`config.mk`:
```
export PLATFORM = sky130hd
export DESIGN_NAME = memory_port_arbiter_flat
export DESIGN_NICKNAME = d
export VERILOG_FILES = /design/src/rtl/memory_port_arbiter_if.sv /design/src/rtl/memory_port_arbiter.sv /design/src/flat_wrapper.sv
export SDC_FILE = /design/constraint.sdc
export NUM_CORES = 1
export LEC_CHECK = 0
export BUFFER_PORTS_ARGS = -buffer_cell sky130_fd_sc_hd__buf_2
export CAP_MARGIN = 20
export CORE_MARGIN = 10
export CORE_UTILIZATION = 48
export CTS_BUF_LIST = sky130_fd_sc_hd__clkbuf_4
export DETAILED_ROUTE_END_ITERATION = 8
export GPL_TIMING_DRIVEN = 0
export PLACE_DENSITY = 0.83
export SLEW_MARGIN = 0
export SYNTH_ARGS = -nofsm -noshare
export SYNTH_HDL_FRONTEND = slang
export SYNTH_SLANG_ARGS = --single-unit
```
`constraint.sdc`:
```
create_clock -name clock -period 2 [get_ports clock]
set_input_delay 0.4 -clock clock [delete_from_list [all_inputs] [get_ports clock]]
set_output_delay 0.4 -clock clock [all_outputs]
set_load 0.01 [all_outputs]
```
`src/rtl/memory_port_arbiter_if.sv`:
```
// Bus bundle between memory_port_arbiter, its two requesters and the Memory.
// The arbiter binds the slave modport; requesters and the memory model use master.
interface memory_port_arbiter_if #(
    parameter int ADDR_WIDTH = 32,
    parameter int DATA_WIDTH = 32
);
    // Handshake: a requester raises *_req with we/address/wdata valid and holds req
    // until it sees the one-cycle *_ack; read data is valid only while *_ack is high.
    logic                  core_req;
    logic                  core_we;
    logic [ADDR_WIDTH-1:0] core_address;
    logic [DATA_WIDTH-1:0] core_wdata;
    logic                  core_ack;
    logic [DATA_WIDTH-1:0] core_rdata;

    logic                  loader_req;
    logic                  loader_we;
    logic [ADDR_WIDTH-1:0] loader_address;
    logic [DATA_WIDTH-1:0] loader_wdata;
    logic                  loader_ack;
    logic [DATA_WIDTH-1:0] loader_rdata;

    logic [ADDR_WIDTH-1:0] mem_address;
    logic [DATA_WIDTH-1:0] mem_wdata;
    logic                  mem_write;
    logic                  mem_read;
    logic [DATA_WIDTH-1:0] mem_rdata;

    logic                  busy;
    logic                  owner;
    logic [1:0]            state;   // debug view of the FSM: 0 IDLE, 1 BUSY, 2 RESP

    modport slave (
        input  core_req, core_we, core_address, core_wdata,
        input  loader_req, loader_we, loader_address, loader_wdata,
        input  mem_rdata,
        output core_ack, core_rdata, loader_ack, loader_rdata,
        output mem_address, mem_wdata, mem_write, mem_read,
        output busy, owner, state
    );

    modport master (
        output core_req, core_we, core_address, core_wdata,
        output loader_req, loader_we, loader_address, loader_wdata,
        output mem_rdata,
        input  core_ack, core_rdata, loader_ack, loader_rdata,
        input  mem_address, mem_wdata, mem_write, mem_read,
        input  busy, owner, state
    );
endinterface

```
`src/rtl/memory_port_arbiter.sv`:
```
// Two-requester (core / loader) arbiter for the single Memory port, fixed-latency FSM.
// Macro ARB_ROUND_ROBIN_EN: ties alternate owners; undefined, the core wins every tie.
module memory_port_arbiter #(
    parameter int WAIT_CYCLES = 0,
    parameter int ADDR_WIDTH  = 32,
    parameter int DATA_WIDTH  = 32
) (
    input  logic                 clock,
    input  logic                 reset_n,
    memory_port_arbiter_if.slave bus
);
    localparam logic [1:0] IDLE = 2'd0;
    localparam logic [1:0] BUSY = 2'd1;
    localparam logic [1:0] RESP = 2'd2;

    localparam logic [3:0] WAIT_LOAD = 4'(WAIT_CYCLES);

    logic [1:0]            r_state;
    logic [3:0]            r_cnt;
    logic                  r_owner;
    logic                  r_we;
    logic [ADDR_WIDTH-1:0] r_addr;
    logic [DATA_WIDTH-1:0] r_wdata;
    logic [DATA_WIDTH-1:0] r_core_rdata;
    logic [DATA_WIDTH-1:0] r_loader_rdata;

    logic                  w_any_req;
    logic                  w_grant_loader;
    logic                  w_sel_we;
    logic [ADDR_WIDTH-1:0] w_sel_addr;
    logic [DATA_WIDTH-1:0] w_sel_wdata;
    logic                  w_in_busy;
    logic                  w_in_resp;
    logic                  w_last_busy;
    logic [1:0]            w_state_nxt;

    assign w_any_req = bus.core_req | bus.loader_req;

    // Arbitration decision; only consumed in IDLE and registered on the grant edge.
    always_comb begin
        w_grant_loader = 1'b0;
        if (bus.core_req && bus.loader_req) begin
`ifdef ARB_ROUND_ROBIN_EN
            w_grant_loader = ~r_owner;
`else
            w_grant_loader = 1'b0;
`endif
        end else begin
            w_grant_loader = bus.loader_req;
        end
    end

    always_comb begin
        w_sel_we    = bus.core_we;
        w_sel_addr  = bus.core_address;
        w_sel_wdata = bus.core_wdata;
        if (w_grant_loader) begin
            w_sel_we    = bus.loader_we;
            w_sel_addr  = bus.loader_address;
            w_sel_wdata = bus.loader_wdata;
        end
    end

    assign w_in_busy   = (r_state == BUSY);
    assign w_in_resp   = (r_state == RESP);
    assign w_last_busy = w_in_busy && (r_cnt == 4'd0);

    always_comb begin
        w_state_nxt = r_state;
        case (r_state)
            IDLE:    if (w_any_req) w_state_nxt = BUSY;
            BUSY:    if (r_cnt == 4'd0) w_state_nxt = RESP;
            RESP:    w_state_nxt = IDLE;
            default: w_state_nxt = IDLE;
        endcase
    end

    always_ff @(posedge clock or negedge reset_n) begin
        if (!reset_n) begin
            r_state <= IDLE;
        end else begin
            r_state <= w_state_nxt;
        end
    end

    // Owner resets to loader so the first tie under alternation goes to the core.
    always_ff @(posedge clock or negedge reset_n) begin
        if (!reset_n) begin
            r_owner <= 1'b1;
            r_we    <= 1'b0;
            r_addr  <= '0;
            r_wdata <= '0;
        end else if ((r_state == IDLE) && w_any_req) begin
            r_owner <= w_grant_loader;
            r_we    <= w_sel_we;
            r_addr  <= w_sel_addr;
            r_wdata <= w_sel_wdata;
        end
    end

    always_ff @(posedge clock or negedge reset_n) begin
        if (!reset_n) begin
            r_cnt <= 4'd0;
        end else if ((r_state == IDLE) && w_any_req) begin
            r_cnt <= WAIT_LOAD;
        end else if (w_in_busy && (r_cnt != 4'd0)) begin
            r_cnt <= r_cnt - 4'd1;
        end
    end

    // Read data lands on the last BUSY edge so it is valid alongside the ack.
    always_ff @(posedge clock or negedge reset_n) begin
        if (!reset_n) begin
            r_core_rdata   <= '0;
            r_loader_rdata <= '0;
        end else if (w_last_busy && !r_we) begin
            if (r_owner) begin
                r_loader_rdata <= bus.mem_rdata;
            end else begin
                r_core_rdata <= bus.mem_rdata;
            end
        end
    end

    assign bus.mem_address  = w_in_busy ? r_addr  : '0;
    assign bus.mem_wdata    = w_in_busy ? r_wdata : '0;
    assign bus.mem_read     = w_in_busy & ~r_we;
    assign bus.mem_write    = w_in_busy &  r_we;

    assign bus.core_ack     = w_in_resp & ~r_owner;
    assign bus.loader_ack   = w_in_resp &  r_owner;
    assign bus.core_rdata   = r_core_rdata;
    assign bus.loader_rdata = r_loader_rdata;

    assign bus.busy         = w_in_busy | w_in_resp;
    assign bus.owner        = r_owner;
    assign bus.state        = r_state;
endmodule

```
`src/flat_wrapper.sv`:
```
// flat-port wrapper written by rule: the top's interface ports become plain ports
module memory_port_arbiter_flat 
#(
    parameter int WAIT_CYCLES = 0,
    parameter int ADDR_WIDTH  = 32,
    parameter int DATA_WIDTH  = 32
)
  (clock, reset_n, bus_core_req, bus_core_we, bus_core_address, bus_core_wdata, bus_loader_req, bus_loader_we, bus_loader_address, bus_loader_wdata, bus_mem_rdata, bus_core_ack, bus_core_rdata, bus_loader_ack, bus_loader_rdata, bus_mem_address, bus_mem_wdata, bus_mem_write, bus_mem_read, bus_busy, bus_owner, bus_state);
  memory_port_arbiter_if #(.ADDR_WIDTH(ADDR_WIDTH), .DATA_WIDTH(DATA_WIDTH)) bus_i ();
  input  logic clock;
  input  logic reset_n;
  input wire logic [$bits(bus_i.core_req)-1:0] bus_core_req;
  input wire logic [$bits(bus_i.core_we)-1:0] bus_core_we;
  input wire logic [$bits(bus_i.core_address)-1:0] bus_core_address;
  input wire logic [$bits(bus_i.core_wdata)-1:0] bus_core_wdata;
  input wire logic [$bits(bus_i.loader_req)-1:0] bus_loader_req;
  input wire logic [$bits(bus_i.loader_we)-1:0] bus_loader_we;
  input wire logic [$bits(bus_i.loader_address)-1:0] bus_loader_address;
  input wire logic [$bits(bus_i.loader_wdata)-1:0] bus_loader_wdata;
  input wire logic [$bits(bus_i.mem_rdata)-1:0] bus_mem_rdata;
  output wire logic [$bits(bus_i.core_ack)-1:0] bus_core_ack;
  output wire logic [$bits(bus_i.core_rdata)-1:0] bus_core_rdata;
  output wire logic [$bits(bus_i.loader_ack)-1:0] bus_loader_ack;
  output wire logic [$bits(bus_i.loader_rdata)-1:0] bus_loader_rdata;
  output wire logic [$bits(bus_i.mem_address)-1:0] bus_mem_address;
  output wire logic [$bits(bus_i.mem_wdata)-1:0] bus_mem_wdata;
  output wire logic [$bits(bus_i.mem_write)-1:0] bus_mem_write;
  output wire logic [$bits(bus_i.mem_read)-1:0] bus_mem_read;
  output wire logic [$bits(bus_i.busy)-1:0] bus_busy;
  output wire logic [$bits(bus_i.owner)-1:0] bus_owner;
  output wire logic [$bits(bus_i.state)-1:0] bus_state;
  assign bus_i.core_req = bus_core_req;
  assign bus_i.core_we = bus_core_we;
  assign bus_i.core_address = bus_core_address;
  assign bus_i.core_wdata = bus_core_wdata;
  assign bus_i.loader_req = bus_loader_req;
  assign bus_i.loader_we = bus_loader_we;
  assign bus_i.loader_address = bus_loader_address;
  assign bus_i.loader_wdata = bus_loader_wdata;
  assign bus_i.mem_rdata = bus_mem_rdata;
  assign bus_core_ack = bus_i.core_ack;
  assign bus_core_rdata = bus_i.core_rdata;
  assign bus_loader_ack = bus_i.loader_ack;
  assign bus_loader_rdata = bus_i.loader_rdata;
  assign bus_mem_address = bus_i.mem_address;
  assign bus_mem_wdata = bus_i.mem_wdata;
  assign bus_mem_write = bus_i.mem_write;
  assign bus_mem_read = bus_i.mem_read;
  assign bus_busy = bus_i.busy;
  assign bus_owner = bus_i.owner;
  assign bus_state = bus_i.state;
  memory_port_arbiter #(.WAIT_CYCLES(WAIT_CYCLES), .ADDR_WIDTH(ADDR_WIDTH), .DATA_WIDTH(DATA_WIDTH)) u_core (.clock(clock), .reset_n(reset_n), .bus(bus_i));
endmodule
```
Yosys cells after proc, flatten, opt, wreduce, memory -nomap -nowiden --
Index checks and enable logic that the tools add are counted.
Operators by class: $add $sub $neg 1, equal/unequal tests 4, muxes and demuxes 11, bitwise gates (word level) 8, reduce and logical (&&, ||, !) cells 13
Operators by type and width (number):
- 32-bit two-way mux | 4
- 4-bit two-way mux | 2
- 2-bit AND reduction | 3
- 1-bit logical AND | 5
- 1-bit AND | 4
- 4-bit logical NOT | 1
- 2-bit two-way mux | 2
- 2-bit case mux with 2 select lines | 1
- 4-bit nonzero test | 1
- 4-bit by 1-bit subtractor with 4-bit output, second input constant | 1
- 2-bit by 1-bit == test with 1-bit output, second input constant | 1
- 2-bit == test, second input constant | 1
- 2-bit logical NOT | 1
- 1-bit two-way mux | 2
- 2-bit by 1-bit != test with 1-bit output, second input constant | 1
- 2-bit != test, second input constant | 1
- 1-bit inverter | 2
- 1-bit OR | 2
- 2-bit nonzero test | 1
- 1-bit logical NOT | 1
Word-level totals: register bits after elaboration 136, output and inout bits 136

Logic depth before layout (Yosys ltp) --
Gate-level depths: netlist of run 1.
depth after elaboration 4, gate-level depth with buffers 7

Least setup slack after synthesis of run 1 --
Ideal clock, no wire load.
kind reg-to-output, start point reg u_core.r_state[1] (netlist: u_core.bus.state[1]), end point out bus_mem_read, data arrival time 1.296 ns, required time 1.600 ns, slack 0.304 ns, cell stages (with the launch flop) 6, path buffers 2, cells stage by stage dfrtp_1 -> inv_1 -> ha_1 -> buf_2 -> clkbuf_1 -> nor2b_1
Between the ends: word-level cells in the longest chain between the ends 2
Ends and longest elaborated chain:
- from (decl) | RTL line memory_port_arbiter.sv:18 | logic [1:0] r_state;
- from (signal assigned) | RTL line memory_port_arbiter.sv:82 | r_state <= w_state_nxt;
- 2-bit by 1-bit == test with 1-bit output | RTL line memory_port_arbiter.sv:64 | assign w_in_busy = (r_state == BUSY);
- 1-bit AND | RTL line memory_port_arbiter.sv:127 | assign bus.mem_read = w_in_busy & ~r_we;
- to (decl) | RTL line flat_wrapper.sv:28 | output wire logic [$bits(bus_i.mem_read)-1:0] bus_mem_read;
No other way between the ends.

Final worst setup path of run 1 --
start point reg u_core.r_state[0] (netlist: u_core.bus.state[0]), end point out bus_mem_write
Between the ends: word-level cells in the longest chain between the ends 2
Ends and longest elaborated chain:
- 2-bit by 1-bit == test with 1-bit output | RTL line memory_port_arbiter.sv:64
- 1-bit AND | RTL line memory_port_arbiter.sv:128 | assign bus.mem_write = w_in_busy & r_we;
- to (decl) | RTL line flat_wrapper.sv:27 | output wire logic [$bits(bus_i.mem_write)-1:0] bus_mem_write;
No other way between the ends.

==> results.sh, run 1 <==
export IMPL_hold_path_class="in2reg"
export IMPL_slew_limit_headroom=0.584
export IMPL_cts_inserted_buffers=17
export IMPL_num_fill_cells=956
export IMPL_ant_nets=0
export IMPL_postSynthRegisterBits=136
export IMPL_dr_pass1_iters=5
export IMPL_wl_met1_um=7330
export IMPL_dp_cells=1012
export IMPL_rr_worst_depth=6
export IMPL_worstSkewPairLatency_ns=0.53
export IMPL_wl_met2_um=10100
export IMPL_dr_max_layer_used="met4"
export IMPL_portBuffers=301
export IMPL_violations="negative setup slack"
export IMPL_hold_viol=0
export IMPL_clkTransAtPathRegs_ns=0.12
export IMPL_period_minus_slack_ns=2.14
export IMPL_grt_use_total=0.216
export IMPL_worstPathCellList="ha_4 -> buf_12 -> clkbuf_16 -> and2_1 -> buf_6"
export IMPL_grt_max_degree=71
export IMPL_setup_viol=69
export IMPL_avgSynthCellArea_um2=11.7
export IMPL_final_cell_mix="buf_2 (255), dfrtp_1 (134), nand2_1 (70)"
export IMPL_crit_arrival_ns=1.74
export IMPL_timing_rr_start="u_core.r_cnt[0]$_DFFE_PN0P_"
export IMPL_hold_end="u_core.bus.owner$_DFFE_PN1P_"
export IMPL_die_h_um=134
export IMPL_synth_nets=710
export IMPL_crit_fanout=8
export IMPL_final_common_cell="buf_2"
export IMPL_worst_pin_slew_ns=0.623
export IMPL_start_util=0.494
export IMPL_drt_iter0_markers=216
export IMPL_cts_sink_count=136
export IMPL_wl_um=19800
export IMPL_rsz0062_at_grt="yes"
export IMPL_post_drt_wl_per_cell_um=18.6
export IMPL_grt_pass1_wl_um=30700
export IMPL_wl_met3_um=2000
export IMPL_yosysUniqueCellTypes=30
export IMPL_tns_ns=-7.56
export IMPL_start_kind="register"
export IMPL_clock_path_buffers=2
export IMPL_cp_end_kind="primary output"
export IMPL_first_global_vias=5756
export IMPL_drc=0
export IMPL_fmax_mhz=467
export IMPL_seq_area_frac_synth=0.542
export IMPL_finalCritPeriodShare=1.07
export IMPL_ir_worst_vdd_v=0.000676
export IMPL_r2r_end="u_core.bus.loader_rdata[6]$_DFFE_PN0P_"
export IMPL_synthArstFlopShare=1.00
export IMPL_vias=5328
export IMPL_final_cells=1062
export IMPL_ys_warn_count=0
export IMPL_h_tree_depth=4
export IMPL_core_area_um2=12700
export IMPL_cpPeakStageDelay_ns=0.45
export IMPL_path_class="reg2out"
export IMPL_p_leak_nw=4.54
export IMPL_tritoncts="built"
export IMPL_die_w_um=134
export IMPL_rows=41
export IMPL_antenna_found_initial=1
export IMPL_post_place_ws_ns=-0.114
export IMPL_p_per_area_nw_per_um2=1480
export IMPL_routed_via_density=5.02
export IMPL_r2r_slack_ns=0.13
export IMPL_hold_depth=2
export IMPL_synth_area_um2=6280
export IMPL_status="finished with violations"
export IMPL_cap_violations=0
export IMPL_skew_ns=0.00994
export IMPL_layout_nets=1048
export IMPL_die_area_um2=18100
export IMPL_setup_slack_ns=-0.143
export IMPL_overflow=0
export IMPL_io_pins=302
export IMPL_root_buffer="clkbuf_4"
export IMPL_worst_ep_required_time_ns=1.60
export IMPL_report_final_slew_viol_count=0
export IMPL_areaGrowthSynthToFinish_pct=44.9
export IMPL_total_power_mw=13.4
export IMPL_slowest_stage="dfrtp_2"
export IMPL_gp_congestion=0.831
export IMPL_ys_flop_type="dfrtp_1"
export IMPL_hold_path_startpoint="bus_core_req"
export IMPL_syn_instance_count=538
export IMPL_dpl_hpwl_um=15100
export IMPL_synth_edf_count=0
export IMPL_drive_gt1_frac=0.559
metrics by stage:
stage	cell area, um2	hold slack (ns)	util
after global routing	9100	0.0391	0.715
after global placement	8000	0.454	0.629
after detailed placement	8040	0.428	0.632
final	9100	0.0718	0.715
after floorplan	6280	0.104	-
after CTS	8970	0.0208	0.705
state kept, by name (all words and copies together) (netlist names):
name / cells
u_core.bus.owner: 1
u_core.bus.core_rdata: 32
u_core.r_we: 1
u_core.r_wdata: 32
u_core.r_cnt: 4
u_core.bus.state: 2
u_core.r_addr: 32
u_core.bus.loader_rdata: 32
metal layers:
| metal | global-route usage | up-vias |
|---|---|---|
| li1 | - | 2524 |
| met2 | 0.374 | 234 |
| met4 | 0.0695 | 0 |
| met3 | 0.100 | 28 |
| met5 | 0 | - |
| met1 | 0.227 | 2542 |
how the worst max path moves through the flow:
stage / start / end / cells past startpoint
3_5_place_dp: u_core.bus.state[1]$_DFFE_PN0P_ / bus_mem_wdata[0] / 6
6_report: u_core.bus.state[0]$_DFFE_PN0P_ / bus_mem_write / 5
2_1_floorplan: u_core.bus.state[1]$_DFFE_PN0P_ / bus_mem_read / 5
5_1_grt: u_core.bus.state[1]$_DFFE_PN0P_ / bus_mem_wdata[30] / 6
3_3_place_gp: reset_n / u_core.r_addr[16]$_DFFE_PN0P_ / 1
4_1_cts: u_core.bus.state[1]$_DFFE_PN0P_ / bus_mem_read / 6
Yosys cell counts (all sizes together), types with 3 or more instances:
cell,instances,area [um2]
nand2,70,263
a21oi,5,25.0
clkbuf,13,50.0
o21ai,66,330
buf,22,170
nor2b,4,25.0
dfrtp,135,3380
nor2,3,11.3
mux2,65,732
and2,66,413
inv,4,15.0
mux2i,67,671
ha,6,75.1
kinds of logic after synthesis:
group,Yosys count,synth area share
mux,132,0.223
simple gates,149,0.123
fa+ha+maj,6,0.0120
flops,136,0.542
buf+inv,39,0.0374
compound gates,76,0.0628
timing repair:
action                                  4_1_cts  5_1_grt
hold buffers                                  1        0
endpoints found under the setup margin       88       71
pin swaps                                     1        2
setup buffers                                 7        3
endpoints found under the hold margin        65        0
resized for setup                           137       27
gates cloned                                  6        0
critical path: cells and delay by family (launching register included):
kind | cells | cell delay (ns)
buffers and inverters | 3 | 0.42
adder cells (fa/ha/maj) | 1 | 0.19
AND/OR/NAND/NOR | 1 | 0.14
flip-flops | 1 | 0.45
final cells by class:
cell class,count,area [um2],share of cell area
Multi-Input combinational cell,363,2800,0.308
Tap cell,172,215,0.0236
Timing Repair Buffer,319,2040,0.224
Inverter,4,22.5,0.00247
Buffer,35,319,0.0351
Antenna cell,1,2.50,0.000275
Sequential cell,136,3410,0.374
Clock inverter,13,155,0.0170
Clock buffer,19,143,0.0157
power by group:
group / switching, mW / total [mW] / internal [mW]
registers: 0.678 / 4.78 / 4.10
logic: 3.20 / 6.76 / 3.56
clock network: 1.00 / 1.88 / 0.883
total: 4.88 / 13.4 / 8.54
(Power assumes the default switching activity.)
==> run 2, diff against run 1 <==
--- a/config.mk
+++ b/config.mk
@@ -6,13 +6,13 @@
 export NUM_CORES = 1
 export LEC_CHECK = 0
 export BUFFER_PORTS_ARGS = -buffer_cell sky130_fd_sc_hd__buf_2
-export CAP_MARGIN = 20
 export CORE_MARGIN = 10
 export CORE_UTILIZATION = 48
 export CTS_BUF_LIST = sky130_fd_sc_hd__clkbuf_4
 export DETAILED_ROUTE_END_ITERATION = 8
 export GPL_TIMING_DRIVEN = 0
 export PLACE_DENSITY = 0.83
+export RECOVER_POWER = 25
 export SLEW_MARGIN = 0
 export SYNTH_ARGS = -nofsm -noshare
 export SYNTH_HDL_FRONTEND = slang
==> run 2 against run 1 <==
  * The run ends with max-capacitance violations, max-slew violations, negative setup slack left
  * Highest routed layer unchanged
  * Largest power group unchanged
  * Cell area shrank 0.21%
  * Critical path type unchanged
  * Flip-flop and latch count is the same
  * Largest cell class unchanged
  * Power shrank 0.25%
  * Critical path depth is the same
  * Combinational power is essentially flat
  * Cell count is the same
  * Via count is essentially flat
  * Global-route usage is the same
  * Core utilization shrank 0.15 points
==> results.sh, run 2 (same netlist as run 1, synthesis figures left out) <==
export IMPL_worst_ep_required_time_ns=1.60
export IMPL_die_w_um=134
export IMPL_skew_ns=0.0104
export IMPL_drive_gt1_frac=0.558
export IMPL_tns_ns=-7.48
export IMPL_crit_fanout=8
export IMPL_hold_path_class="in2reg"
export IMPL_hold_end="u_core.bus.owner$_DFFE_PN1P_"
export IMPL_switching_share=0.364
export IMPL_crit_arrival_ns=1.74
export IMPL_rsz0062_at_grt="yes"
export IMPL_hold_path_startpoint="bus_core_req"
export IMPL_final_common_cell="buf_2"
export IMPL_start_util=0.494
export IMPL_worstPathCellList="ha_4 -> buf_12 -> clkbuf_16 -> and2_1 -> buf_6"
export IMPL_cts_inserted_buffers=17
export IMPL_setup_slack_ns=-0.142
export IMPL_final_cell_mix="buf_2 (255), dfrtp_1 (134), nand2_1 (70)"
export IMPL_crit_family="flip-flops"
export IMPL_root_buffer="clkbuf_4"
export IMPL_first_global_vias=5756
export IMPL_r2r_slack_ns=0.06
export IMPL_post_place_ws_ns=-0.114
export IMPL_cts_sink_count=136
export IMPL_antenna_found_initial=1
export IMPL_power_switching_mw=4.87
export IMPL_clkTransAtPathRegs_ns=0.12
export IMPL_vias=5333
export IMPL_slowest_stage="dfrtp_2"
export IMPL_layout_nets=1048
export IMPL_start_kind="register"
export IMPL_setup_viol=69
export IMPL_overflow=0
export IMPL_dr_pass1_iters=4
export IMPL_p_clk_frac=0.141
export IMPL_grt_max_degree=71
export IMPL_ant_nets=0
export IMPL_crit_buf_inv=3
export IMPL_total_power_mw=13.4
export IMPL_cpPeakStageDelay_ns=0.45
export IMPL_h_tree_depth=4
export IMPL_gp_congestion=0.831
export IMPL_die_h_um=134
export IMPL_worst_pin_slew_ns=1.67
export IMPL_die_area_um2=18100
export IMPL_sequentialPowerShare=0.357
export IMPL_grt_use_total=0.216
export IMPL_comb_power_share=0.502
export IMPL_p_leak_nw=4.54
export IMPL_io_pins=302
export IMPL_timing_rr_start="u_core.bus.state[0]$_DFFE_PN0P_"
export IMPL_fmax_mhz=467
export IMPL_worstSkewPairLatency_ns=0.53
export IMPL_cp_end_kind="primary output"
export IMPL_wl_met1_um=7310
export IMPL_status="finished with violations"
export IMPL_power_internal_mw=8.52
export IMPL_hold_depth=2
export IMPL_wl_um=19800
export IMPL_finalCritPeriodShare=1.07
export IMPL_path_class="reg2out"
export IMPL_period_minus_slack_ns=2.14
export IMPL_core_area_um2=12700
export IMPL_violations="max-capacitance violations, max-slew violations, negative setup slack"
export IMPL_wl_met3_um=1980
export IMPL_portBuffers=301
export IMPL_p_per_area_nw_per_um2=1470
export IMPL_slew_limit_headroom=-0.113
export IMPL_cap_violations=1
export IMPL_rr_worst_depth=8
export IMPL_wl_met2_um=10200
export IMPL_r2r_end="u_core.r_wdata[16]$_DFFE_PN0P_"
export IMPL_routed_via_density=5.02
export IMPL_clock_path_buffers=2
export IMPL_areaGrowthSynthToFinish_pct=44.6
export IMPL_dr_max_layer_used="met4"
export IMPL_rows=41
export IMPL_hold_viol=0
export IMPL_post_drt_wl_per_cell_um=18.6
export IMPL_grt_pass1_wl_um=30700
export IMPL_tritoncts="built"
export IMPL_drc=0
export IMPL_dpl_hpwl_um=15100
export IMPL_report_final_slew_viol_count=67
export IMPL_ir_worst_vdd_v=0.000675
export IMPL_drt_iter0_markers=206
==> run 2: cell count changes in the layout (fill, tap and decap cells not counted) <==
cell      delta
ha_1         +1
ha_4         -1
clkbuf_2     +1
buf_6        -1
==> run 2: metal layers <==
| metal | global-route usage | vias to the layer above |
|---|---|---|
| met2 | 0.374 | 225 |
| met4 | 0.0695 | 0 |
| met1 | 0.227 | 2557 |
| met5 | 0 | - |
| met3 | 0.100 | 26 |
| li1 | - | 2525 |
==> run 2: worst max path at each step <==
stage	from	depth (start not counted)	slack, ns	to
after floorplan	u_core.bus.state[1]$_DFFE_PN0P_	5	0.30	bus_mem_read
after global placement	reset_n	1	-1.30	u_core.r_addr[16]$_DFFE_PN0P_
after detailed placement	u_core.bus.state[1]$_DFFE_PN0P_	6	-0.11	bus_mem_wdata[0]
after CTS	u_core.bus.state[1]$_DFFE_PN0P_	6	-0.20	bus_mem_read
after global routing	u_core.bus.state[1]$_DFFE_PN0P_	6	-0.25	bus_mem_wdata[30]
final	u_core.bus.state[0]$_DFFE_PN0P_	5	-0.14	bus_mem_write
==> run 2: stage by stage <==
step	instance area [um2]	hold WS (ns)	util	std cells
2_1_floorplan	6280	0.104	-	538
4_1_cts	8970	0.0208	0.705	1058
3_3_place_gp	8000	0.454	0.629	1011
3_5_place_dp	8040	0.428	0.632	1012
6_report	9080	0.0699	0.714	1062
5_1_grt	9080	0.0391	0.714	1062
==> run 2: layout make-up <==
cell class	count	area (um2)
clock buffer	19	143
inverter	4	22.5
antenna	1	2.50
timing repair buffer	319	2030
tap	172	215
buffer	35	319
multi-input combinational	363	2790
sequential	136	3410
clock inverter	13	155
fill	960	3640
==> run 2: power groups by stage <==
stage	Combinational, mW	Sequential [mW]	Clock (mW)
6_report	6.73	4.78	1.88
5_1_grt	7.34	4.93	2.06
4_1_cts	6.57	4.75	1.93
3_5_place_dp	5.41	4.79	0
3_3_place_gp	5.28	4.70	0
2_1_floorplan	2.80	5.03	0
==> run 2: repair_timing <==
| item | 4_1_cts | 5_1_grt |
|---|---|---|
| pin swaps | 1 | 2 |
| buffers inserted | 7 | 3 |
| hold endpoints to repair | 65 | 0 |
| hold buffers | 1 | 0 |
| setup endpoints to repair | 88 | 71 |
| gates resized for setup | 137 | 27 |
| cloned | 6 | 0 |
==> run 3, diff against run 2 <==
==> constraint.sdc (replaced) <==
create_clock -name clock -period 2.1 [get_ports clock]
set_input_delay 0.42 -clock clock [delete_from_list [all_inputs] [get_ports clock]]
set_output_delay 0.42 -clock clock [all_outputs]
set_load 0.01 [all_outputs]
==> run 3 against run 2 <==
  * The flow still finishes with violations (max-capacitance violations, max-slew violations, negative setup slack)
  * Register-to-register slack better by 0.06 ns
  * Die area did not move
  * Sequential share of layout area grew 0.18 points
  * Critical path depth is 1 higher
  * Clock power decreased by 5%
  * Flip-flop and latch count unchanged
  * Wire length hardly changed
  * Largest power group unchanged
  * Cell area decreased by 0.47%
  * Highest routed layer unchanged
  * Sequential power shrank 4.6%
  * Largest cell class unchanged
==> results.sh, run 3 (same netlist as run 1, synthesis figures left out) <==
export IMPL_status="finished with violations"
export IMPL_violations="max-capacitance violations, max-slew violations, negative setup slack"
export IMPL_worst_ep_required_time_ns=1.68
export IMPL_setup_viol=58
export IMPL_skew_ns=0.0116
export IMPL_h_tree_depth=4
export IMPL_clock_path_buffers=2
export IMPL_core_area_um2=12700
export IMPL_start_kind="register"
export IMPL_drive_gt1_frac=0.554
export IMPL_report_final_slew_viol_count=67
export IMPL_slew_limit_headroom=-0.112
export IMPL_hold_viol=0
export IMPL_gp_congestion=0.831
export IMPL_tritoncts="built"
export IMPL_period_minus_slack_ns=2.16
export IMPL_grt_max_degree=71
export IMPL_hold_path_class="in2reg"
export IMPL_drc=0
export IMPL_die_w_um=134
export IMPL_cap_violations=1
export IMPL_rsz0062_at_grt="yes"
export IMPL_overflow=0
export IMPL_start_util=0.494
export IMPL_fmax_mhz=462
export IMPL_num_fill_cells=960
export IMPL_clkTransAtPathRegs_ns=0.11
export IMPL_finalCritPeriodShare=1.03
export IMPL_cts_inserted_buffers=17
export IMPL_antenna_found_initial=1
export IMPL_rows=41
export IMPL_areaGrowthSynthToFinish_pct=43.9
export IMPL_drt_iter0_markers=195
export IMPL_grt_use_total=0.215
export IMPL_die_area_um2=18100
export IMPL_vias=5297
export IMPL_path_class="reg2out"
export IMPL_tns_ns=-2.03
export IMPL_placed_area_um2=8040
export IMPL_post_drt_wl_per_cell_um=18.7
export IMPL_design_area_um2=9040
export IMPL_layout_nets=1045
export IMPL_wl_um=19800
export IMPL_first_global_vias=5739
export IMPL_worstSkewPairLatency_ns=0.53
export IMPL_cp_end_kind="primary output"
export IMPL_portBuffers=301
export IMPL_ir_worst_vdd_v=0.000643
export IMPL_p_leak_nw=4.51
export IMPL_cts_sink_count=136
export IMPL_grt_pass1_wl_um=30500
export IMPL_p_per_area_nw_per_um2=1400
export IMPL_routed_via_density=5.00
export IMPL_root_buffer="clkbuf_4"
export IMPL_dpl_hpwl_um=15100
export IMPL_setup_slack_ns=-0.0631
export IMPL_worst_pin_slew_ns=1.67
export IMPL_whs_ns=0.0910
export IMPL_crit_arrival_ns=1.74
export IMPL_ant_nets=0
export IMPL_crit_fanout=8
export IMPL_io_pins=302
export IMPL_final_cell_mix="buf_2 (256), dfrtp_1 (134), nand2_1 (70)"
export IMPL_die_h_um=134
export IMPL_final_common_cell="buf_2"
export IMPL_dr_pass1_iters=4
-- run 3: layout make-up --
class	instances	area [um2]	area share
flip-flops and latches	136	3410	0.377
diodes	1	2.50	0.000277
inverters	4	17.5	0.00194
clock inverters	13	155	0.0172
clock buffers	19	143	0.0158
well taps	172	215	0.0238
multi-input cells	363	2780	0.308
repair buffers	316	2000	0.221
plain buffers	35	319	0.0353
-- run 3: routing by layer --
layer | wire length [um] | vias up | GRT usage
met5 | 0 | - | 0
met4 | 329 | 0 | 0.0671
met3 | 2000 | 26 | 0.100
met2 | 10200 | 226 | 0.373
met1 | 7300 | 2528 | 0.225
li1 | - | 2517 | -
-- run 3: worst max-delay path, cell delays in order (launching register included) --
cell	delay, ns
dfrtp_1	0.42
inv_2	0.09
ha_4	0.16
buf_12	0.14
clkbuf_16	0.14
nor2b_1	0.11
buf_2	0.15
-- run 3: power breakdown --
| group | switching [mW] | internal, mW | total, mW |
|---|---|---|---|
| logic | 3.02 | 3.31 | 6.33 |
| clock network | 0.951 | 0.841 | 1.79 |
| registers | 0.652 | 3.91 | 4.56 |
| total | 4.63 | 8.06 | 12.7 |
-- run 3: path summary, 6_finish.rpt --
kind                            depth (start not counted)                                     end  slack, ns                            start
worst min-delay path                                    2            u_core.bus.owner$_DFFE_PN1P_       0.09                     bus_core_req
worst max-delay path                                    6                            bus_mem_read      -0.06  u_core.bus.state[1]$_DFFE_PN0P_
min in group asynchronous                               2  u_core.bus.loader_rdata[6]$_DFFE_PN0P_       0.86                          reset_n
worst min register to register                          2           u_core.r_wdata[7]$_DFFE_PN0P_       0.48    u_core.r_wdata[7]$_DFFE_PN0P_
max in group asynchronous                               2         u_core.bus.state[0]$_DFFE_PN0P_       0.14                          reset_n
worst max register to register                          9           u_core.r_addr[31]$_DFFE_PN0P_       0.12  u_core.bus.state[1]$_DFFE_PN0P_
-- run 3: repair_timing --
action | in CTS | in global routing
hold buffers | 1 | 0
pin swaps | 1 | 1
hold endpoints to repair | 65 | 0
cloned | 6 | 0
setup endpoints to repair | 66 | 68
setup buffers | 5 | 2
resized for setup | 134 | 24
-- run 3: per-stage QoR --
| stage | utilization | cells | worst slack [ns] | total power [mW] |
|---|---|---|---|---|
| 6_report | 0.710 | 1059 | -0.0631 | 12.7 |
| 5_1_grt | 0.710 | 1059 | -0.172 | 13.6 |
| 4_1_cts | 0.702 | 1056 | -0.125 | 12.6 |
| 3_5_place_dp | 0.632 | 1012 | -0.0335 | 9.71 |
| 3_3_place_gp | 0.629 | 1011 | -1.22 | 9.50 |
| 2_1_floorplan | - | 538 | 0.384 | 7.46 |
